**src/rtl/jtag_host_if.sv**
```systemverilog
// jtag_host_if: command/response and JTAG pin bundle for jtag_host
// Signals: cmdValid/cmdReady/cmdIsIr/cmdData command handshake, rspValid/rspData scan result,
// tck/tms/tdi driven toward the target, tdo returned from the target.
// Modports: slave = jtag_host, master = command source plus target pins.
interface jtag_host_if;
    logic        cmdValid;
    logic        cmdReady;
    logic        cmdIsIr;
    logic [15:0] cmdData;
    logic        rspValid;
    logic [15:0] rspData;
    logic        tck;
    logic        tms;
    logic        tdi;
    logic        tdo;
    modport master (
        output cmdValid, cmdIsIr, cmdData, tdo,
        input  cmdReady, rspValid, rspData, tck, tms, tdi
    );
    modport slave (
        input  cmdValid, cmdIsIr, cmdData, tdo,
        output cmdReady, rspValid, rspData, tck, tms, tdi
    );
endinterface

```
**src/rtl/jtag_host.sv**
```systemverilog
// jtag_host: JTAG initiator running one full IR or DR scan per command and returning captured TDO
// Ports: clk system clock; rstn asynchronous active-low reset;
// bus (jtag_host_if.slave): cmdValid/cmdReady/cmdIsIr/cmdData in, rspValid/rspData out,
// tck/tms/tdi out, tdo in (asynchronous, synchronized internally).
// Macro JTAG_HOST_INIT_RESET_EN: after reset, drive 5 TCKs of TMS=1 then one of TMS=0 to park
// the target in Run-Test/Idle before accepting commands.
module jtag_host #(
    parameter int TCK_DIV = 4,
    parameter int IR_LEN  = 8,
    parameter int DR_LEN  = 16
) (
    input logic        clk,
    input logic        rstn,
    jtag_host_if.slave bus
);
    localparam int P  = 2 * TCK_DIV;
    localparam int CW = $clog2(P);
    typedef enum logic [1:0] {IDLE, SCAN, INIT} state_t;
`ifdef JTAG_HOST_INIT_RESET_EN
    localparam state_t RST_STATE = INIT;
`else
    localparam state_t RST_STATE = IDLE;
`endif
    state_t        state, state_n;
    logic [CW-1:0] cnt, cnt_n;
    logic [4:0]    idx, idx_n;
    logic          is_ir, is_ir_n;
    logic [15:0]   data, data_n, cap, cap_n, rsp_data_n;
    logic          tck_n, tms_n, tdi_n, ready_n, rsp_valid_n;
    logic [1:0]    sync;
    logic [4:0]    pre, len, total;
    logic [3:0]    off;
    logic          shifting, tms_seq;

    // Scan layout: pre header TCKs, len shift TCKs, then Exit1->Update->Idle (two TCKs).
    always_comb begin
        pre      = is_ir ? 5'd4 : 5'd3;
        len      = is_ir ? 5'(IR_LEN) : 5'(DR_LEN);
        total    = state == INIT ? 5'd6 : pre + len + 5'd2;
        off      = 4'(idx - pre);
        shifting = state == SCAN && idx >= pre && idx < pre + len;
        tms_seq  = state == INIT ? idx != 5'd5 :
                   idx < pre ? (is_ir ? idx < 5'd2 : idx == 5'd0) :
                   idx >= pre + len - 5'd1 && idx <= pre + len;
    end

    always_comb begin
        state_n     = state;
        cnt_n       = cnt;
        idx_n       = idx;
        is_ir_n     = is_ir;
        data_n      = data;
        cap_n       = cap;
        tck_n       = bus.tck;
        tms_n       = bus.tms;
        tdi_n       = bus.tdi;
        ready_n     = bus.cmdReady;
        rsp_valid_n = 1'b0;
        rsp_data_n  = bus.rspData;
        if (state == IDLE) begin
            ready_n = 1'b1;
            if (bus.cmdValid && bus.cmdReady) begin
                state_n = SCAN;
                ready_n = 1'b0;
                cnt_n   = '0;
                idx_n   = '0;
                is_ir_n = bus.cmdIsIr;
                data_n  = bus.cmdData;
                cap_n   = '0;
            end
        end else if (idx == total) begin
            state_n     = IDLE;
            ready_n     = 1'b1;
            tck_n       = 1'b0;
            tdi_n       = 1'b0;
            rsp_valid_n = state == SCAN;
            rsp_data_n  = state == SCAN ? cap : bus.rspData;
        end else begin
            cnt_n = cnt == CW'(P - 1) ? '0 : cnt + CW'(1);
            idx_n = cnt == CW'(P - 1) ? idx + 5'd1 : idx;
            if (cnt == '0) begin
                tck_n = 1'b0;
                tms_n = tms_seq;
                tdi_n = shifting && data[off];
            end
            if (cnt == CW'(TCK_DIV))
                tck_n = 1'b1;
            // Last clk of the high phase: the target changed TDO on the previous falling edge.
            if (cnt == CW'(P - 1) && shifting)
                cap_n[off] = sync[1];
        end
    end

    always_ff @(posedge clk or negedge rstn) begin
        if (!rstn) begin
            state        <= RST_STATE;
            cnt          <= '0;
            idx          <= '0;
            is_ir        <= 1'b0;
            data         <= '0;
            cap          <= '0;
            sync         <= '0;
            bus.tck      <= 1'b0;
            bus.tms      <= 1'b1;
            bus.tdi      <= 1'b0;
            bus.cmdReady <= 1'b0;
            bus.rspValid <= 1'b0;
            bus.rspData  <= '0;
        end else begin
            state        <= state_n;
            cnt          <= cnt_n;
            idx          <= idx_n;
            is_ir        <= is_ir_n;
            data         <= data_n;
            cap          <= cap_n;
            sync         <= {sync[0], bus.tdo};
            bus.tck      <= tck_n;
            bus.tms      <= tms_n;
            bus.tdi      <= tdi_n;
            bus.cmdReady <= ready_n;
            bus.rspValid <= rsp_valid_n;
            bus.rspData  <= rsp_data_n;
        end
    end
endmodule

```
**src/flat_wrapper.sv**
```systemverilog
// flat-port wrapper written by rule: the top's interface ports become plain ports
module jtag_host_flat 
#(
    parameter int TCK_DIV = 4,
    parameter int IR_LEN  = 8,
    parameter int DR_LEN  = 16
)
  (clk, rstn, bus_cmdValid, bus_cmdIsIr, bus_cmdData, bus_tdo, bus_cmdReady, bus_rspValid, bus_rspData, bus_tck, bus_tms, bus_tdi);
  jtag_host_if bus_i ();
  input logic clk;
  input logic rstn;
  input wire logic [$bits(bus_i.cmdValid)-1:0] bus_cmdValid;
  input wire logic [$bits(bus_i.cmdIsIr)-1:0] bus_cmdIsIr;
  input wire logic [$bits(bus_i.cmdData)-1:0] bus_cmdData;
  input wire logic [$bits(bus_i.tdo)-1:0] bus_tdo;
  output wire logic [$bits(bus_i.cmdReady)-1:0] bus_cmdReady;
  output wire logic [$bits(bus_i.rspValid)-1:0] bus_rspValid;
  output wire logic [$bits(bus_i.rspData)-1:0] bus_rspData;
  output wire logic [$bits(bus_i.tck)-1:0] bus_tck;
  output wire logic [$bits(bus_i.tms)-1:0] bus_tms;
  output wire logic [$bits(bus_i.tdi)-1:0] bus_tdi;
  assign bus_i.cmdValid = bus_cmdValid;
  assign bus_i.cmdIsIr = bus_cmdIsIr;
  assign bus_i.cmdData = bus_cmdData;
  assign bus_i.tdo = bus_tdo;
  assign bus_cmdReady = bus_i.cmdReady;
  assign bus_rspValid = bus_i.rspValid;
  assign bus_rspData = bus_i.rspData;
  assign bus_tck = bus_i.tck;
  assign bus_tms = bus_i.tms;
  assign bus_tdi = bus_i.tdi;
  jtag_host #(.TCK_DIV(TCK_DIV), .IR_LEN(IR_LEN), .DR_LEN(DR_LEN)) u_core (.clk(clk), .rstn(rstn), .bus(bus_i));
endmodule
```
**config.mk**
```make
export PLATFORM = sky130hd
export DESIGN_NAME = jtag_host_flat
export DESIGN_NICKNAME = d
export VERILOG_FILES = /design/src/rtl/jtag_host_if.sv /design/src/rtl/jtag_host.sv /design/src/flat_wrapper.sv
export SDC_FILE = /design/constraint.sdc
export NUM_CORES = 1
export LEC_CHECK = 0
export ABC_CLOCK_PERIOD_IN_PS = 2170
export CAP_MARGIN = 25
export CORE_AREA = 4 4 81 83
export DETAILED_ROUTE_END_ITERATION = 10
export DIE_AREA = 0 0 85 87
export DONT_BUFFER_PORTS = 1
export PLACE_DENSITY = 0.74
export SYNTH_ARGS = -nofsm -noshare
export SYNTH_HDL_FRONTEND = slang
export SYNTH_SLANG_ARGS = --single-unit
```
**constraint.sdc**
```tcl
create_clock -name clk -period 2.17 [get_ports clk]
set_input_delay 0.651 -clock clk [delete_from_list [all_inputs] [get_ports clk]]
set_output_delay 0.651 -clock clk [all_outputs]
set_load 0.05 [all_outputs]
```
==> impl_results.rst <==
.. list-table::
   :header-rows: 1

   * - Metric
     - Value
   * - Least-Margin Pin Slew
     - 523 ps
   * - Port Buffer Count
     - 0
   * - Async SR Flop Fraction
     - 100%
   * - Max IR drop VDD
     - ~0.00046 V
   * - Area growth from synthesis to layout
     - 30.9%
   * - # fillers
     - between 300 and 400
   * - Placed Cells
     - 430
   * - Buffer depth of the longest clock path
     - 2
   * - Syn Std Cell Area
     - roughly 0.0033 sq mm
   * - Synthesized area per cell
     - 10.0 sq um
   * - Capture instance of the worst register-to-register path
     - u_core.cap[9]
   * - Reg-to-reg startpoint
     - u_core.is_ir
   * - Slowest library cell on the worst path
     - or4b_4
   * - Result of the run
     - finished with violations
   * - Ordered cell list for the critical path
     - buf_12 > ha_4 > nor2b_4 > o21a_4 > or4b_4 > nand4_1 > buf_4 > mux2i_1 > a21o_1
   * - Failing checks
     - setup timing
   * - Final Max Slew Viols
     - 0
   * - Number of warnings issued by yosys
     - 0
   * - Worst min-delay path class
     - primary input to asynchronous set/reset pin
   * - Overall die height
     - between 80 and 90 um
   * - Number of maximum-capacitance violations
     - 0
   * - Total congestion overflow
     - 0
   * - Data required time at the worst endpoint
     - 2400 ps
   * - Total placed instance area
     - approximately 0.0037 sq mm
   * - Clock insertion delay at the later pin of the skew report
     - 340 ps
   * - Achievable Freq
     - approximately 420 MHz
   * - Areal power density over the cells
     - 549 mW/mm^2
   * - Launching element type of the critical path
     - register
   * - Via/cell ratio
     - 5.76
   * - Distinct cell type count after synthesis
     - 49
   * - Worst-path fanout max
     - 4
   * - Largest net degree at the start of global routing
     - 65
   * - Proportion of netlist area held by the largest area contributor
     - a little under 50%
   * - Gate family responsible for the most delay along the worst path
     - simple AND/OR/NAND/NOR gates
   * - Non-filler cells in the finished layout
     - 459
   * - All-layer global routing usage
     - 22.6%
   * - Number of clock sinks seen by CTS
     - 65
   * - Leading cell types by total area after synthesis
     - dfrtp_1 49%, nand2_1 7.9%, mux2_2 5.5%
   * - Final period utilization
     - 110%
   * - Kind of critical path
     - register to register
   * - TritonCTS clock tree
     - yes
   * - Share of final-layout standard cells stronger than drive strength 1
     - 37.0%
   * - Count of buffer and inverter cells on the critical path
     - 2
   * - Minimum clock period
     - 2380 ps
   * - Predominant post-synthesis flop cell
     - dfrtp_1
   * - Post-synthesis register bit count
     - 65
   * - # nets final
     - just over 400
   * - Clock slew at reported path FFs
     - 70 ps
   * - Drt pass-1 iters
     - 4
   * - Commonest cells in the synthesized netlist
     - 69 x nand2_1, 64 x dfrtp_1, 21 x o21ai_0
   * - TritonCTS Buffers
     - 9
   * - Routed Wire Length
     - ~8100 um
   * - X dimension of the die
     - approximately 85 um
   * - Worst Slack Setup Final
     - -208 ps
   * - Worst-case register-to-register setup slack
     - -210 ps
   * - Antenna fix cells
     - 0
   * - GPL Wtd Cong
     - between 0.8 and 0.9
   * - Wire length of the first global-routing pass
     - 13000 um
   * - Drt initial violations
     - 165
   * - Leakage component of the power
     - 2.03 nW
   * - Initial antenna violation count
     - 0
   * - Overall power consumption
     - 2.34 mW
   * - FP Rows
     - 28
   * - Setup violations, final
     - 17
   * - Count of nets left with antenna violations after detail routing
     - 0
   * - Setup crit end kind
     - register
   * - DR WL/cell
     - 17.6 um
   * - Standard cell core area
     - roughly 0.0059 sq mm
   * - Gate Count Post-Synth
     - 325
   * - Portion of the post-synthesis area used by sequential elements
     - 49.9%
   * - Longest individual stage delay on the worst path
     - 530 ps
   * - Finished Core Util
     - 73.0%
   * - Net Count, Synth
     - 358
   * - Leading area contributor after synthesis
     - dfrtp_1
   * - Final clock skew
     - 5.96 ps
   * - Post-detail-place hpwl
     - 5020 um
   * - Clock tree root buffer cell
     - clkbuf_8
   * - Starting Density
     - 55.8%
   * - Area of all placed cells without fillers
     - approximately 0.0043 sq mm
   * - Final routed DRC violation total
     - 0
   * - Number of flops mapped to enable cells by yosys
     - 0
   * - RSZ-0062 raised after global routing
     - yes
   * - Total via count after detailed routing
     - 2645
   * - IO Count
     - 42
   * - Slew HR
     - between 60% and 70%
   * - Most used standard cell by instance count after synthesis
     - nand2_1
   * - Arr. time, crit path
     - about 2600 ps
   * - Maximum level of the CTS H-tree
     - 3
   * - Hold violation count in the final report
     - 0
   * - Number of global-route vias before repair
     - 2680
   * - Total die area
     - 0.00740 sq mm
   * - Logic depth of the worst register-to-register path
     - 9
-- logic make-up after synthesis --
logic type,Yosys count,share of synthesized area (%)
simple gates,120,17.0
compound gates,68,13.8
flops,65,49.9
buf+inv,33,4.26
mux,23,9.20
fa+ha+maj,12,4.83
xor+xnor,4,1.07
-- placed cells by master, fill, tap and decap left out, types with 3 or more instances in the layout --
cell type  instances
a211o_1            5
a21o_1             4
a21oi_1            8
a21oi_2            3
a31oi_1            7
buf_12             3
buf_4             47
buf_6              7
clkbuf_1           4
clkbuf_8           9
dfrtp_1           62
ha_1               6
ha_4               5
inv_1             13
mux2_2            12
mux2_4             4
mux2i_1            3
mux4_2             4
nand2_1           66
nand2_2            3
nand3_1            9
nand4_1            4
nor2_1            14
o21ai_0           11
o21ai_1            6
o21ai_2            5
o22ai_2            6
or3_4              4
-- what timing repair did --
action,CTS,global route
setup buffers,6,3
hold endpoints to repair,64,0
setup endpoints to repair,17,41
hold buffers,1,0
gates resized for setup,28,33
pin swaps,12,11
gates cloned,0,3
-- sequential cells by signal, summed over array words and instances (netlist names) --
| register | flops |
|---|---|
| u_core.bus.rspData | 16 |
| u_core.cap | 16 |
| u_core.data | 16 |
| u_core.idx | 5 |
| u_core.cnt | 3 |
| u_core.sync | 2 |
| u_core.bus.cmdReady | 1 |
| u_core.bus.rspValid | 1 |
| u_core.bus.tck | 1 |
| u_core.bus.tdi | 1 |
| u_core.bus.tms | 1 |
| u_core.is_ir | 1 |
| u_core.state | 1 |
-- stage by stage --
stage          TNS (ps)  hold slack, ps  setup WS (ps)
6_report          -2550             152           -208
4_1_cts           -1340             140           -124
2_1_floorplan      -595             331          -48.0
3_5_place_dp      -2640             340           -241
3_3_place_gp      -1920             352           -171
5_1_grt           -3560             133           -260
-- per-layer routing --
layer	share of wire (%)	GRT usage [%]	vias to the layer above	routed length (um)
li1	-	-	1245	-
met1	44	30.4	1314	3570
met2	50	35.5	73	4000
met3	4.3	5.11	13	346
met4	1.7	9.78	0	140
met5	0	0	-	0
-- worst max path at each step --
| stage | from | to | slack (ps) | cells after the start |
|---|---|---|---|---|
| 2_1_floorplan | u_core.idx[1] | u_core.cap[12] | -50 | 8 |
| 3_3_place_gp | u_core.is_ir | u_core.cap[11] | -170 | 9 |
| 3_5_place_dp | u_core.is_ir | u_core.cap[11] | -240 | 9 |
| 4_1_cts | u_core.is_ir | u_core.cap[9] | -120 | 9 |
| 5_1_grt | u_core.is_ir | u_core.cap[10] | -260 | 9 |
| 6_report | u_core.is_ir | u_core.cap[9] | -210 | 9 |
-- report_power, final --
group	switching (mW)	leakage, nW	total [mW]	internal [mW]
sequential	0.00231	0.805	1.22	1.22
combinational	0.0240	1.13	0.0319	0.00786
clock	0.446	0.102	1.09	0.648
-- layout make-up --
type                       instances  area, sq um  area share, %
clock buffer                      13          139           3.25
timing repair buffer              60          559           13.1
tap                               75         93.8           2.20
sequential                        65         1630           38.2
multi-input combinational        227         1730           40.4
inverter                          16         60.1           1.41
clock inverter                     3         65.1           1.52
(Power assumes the default switching activity.)
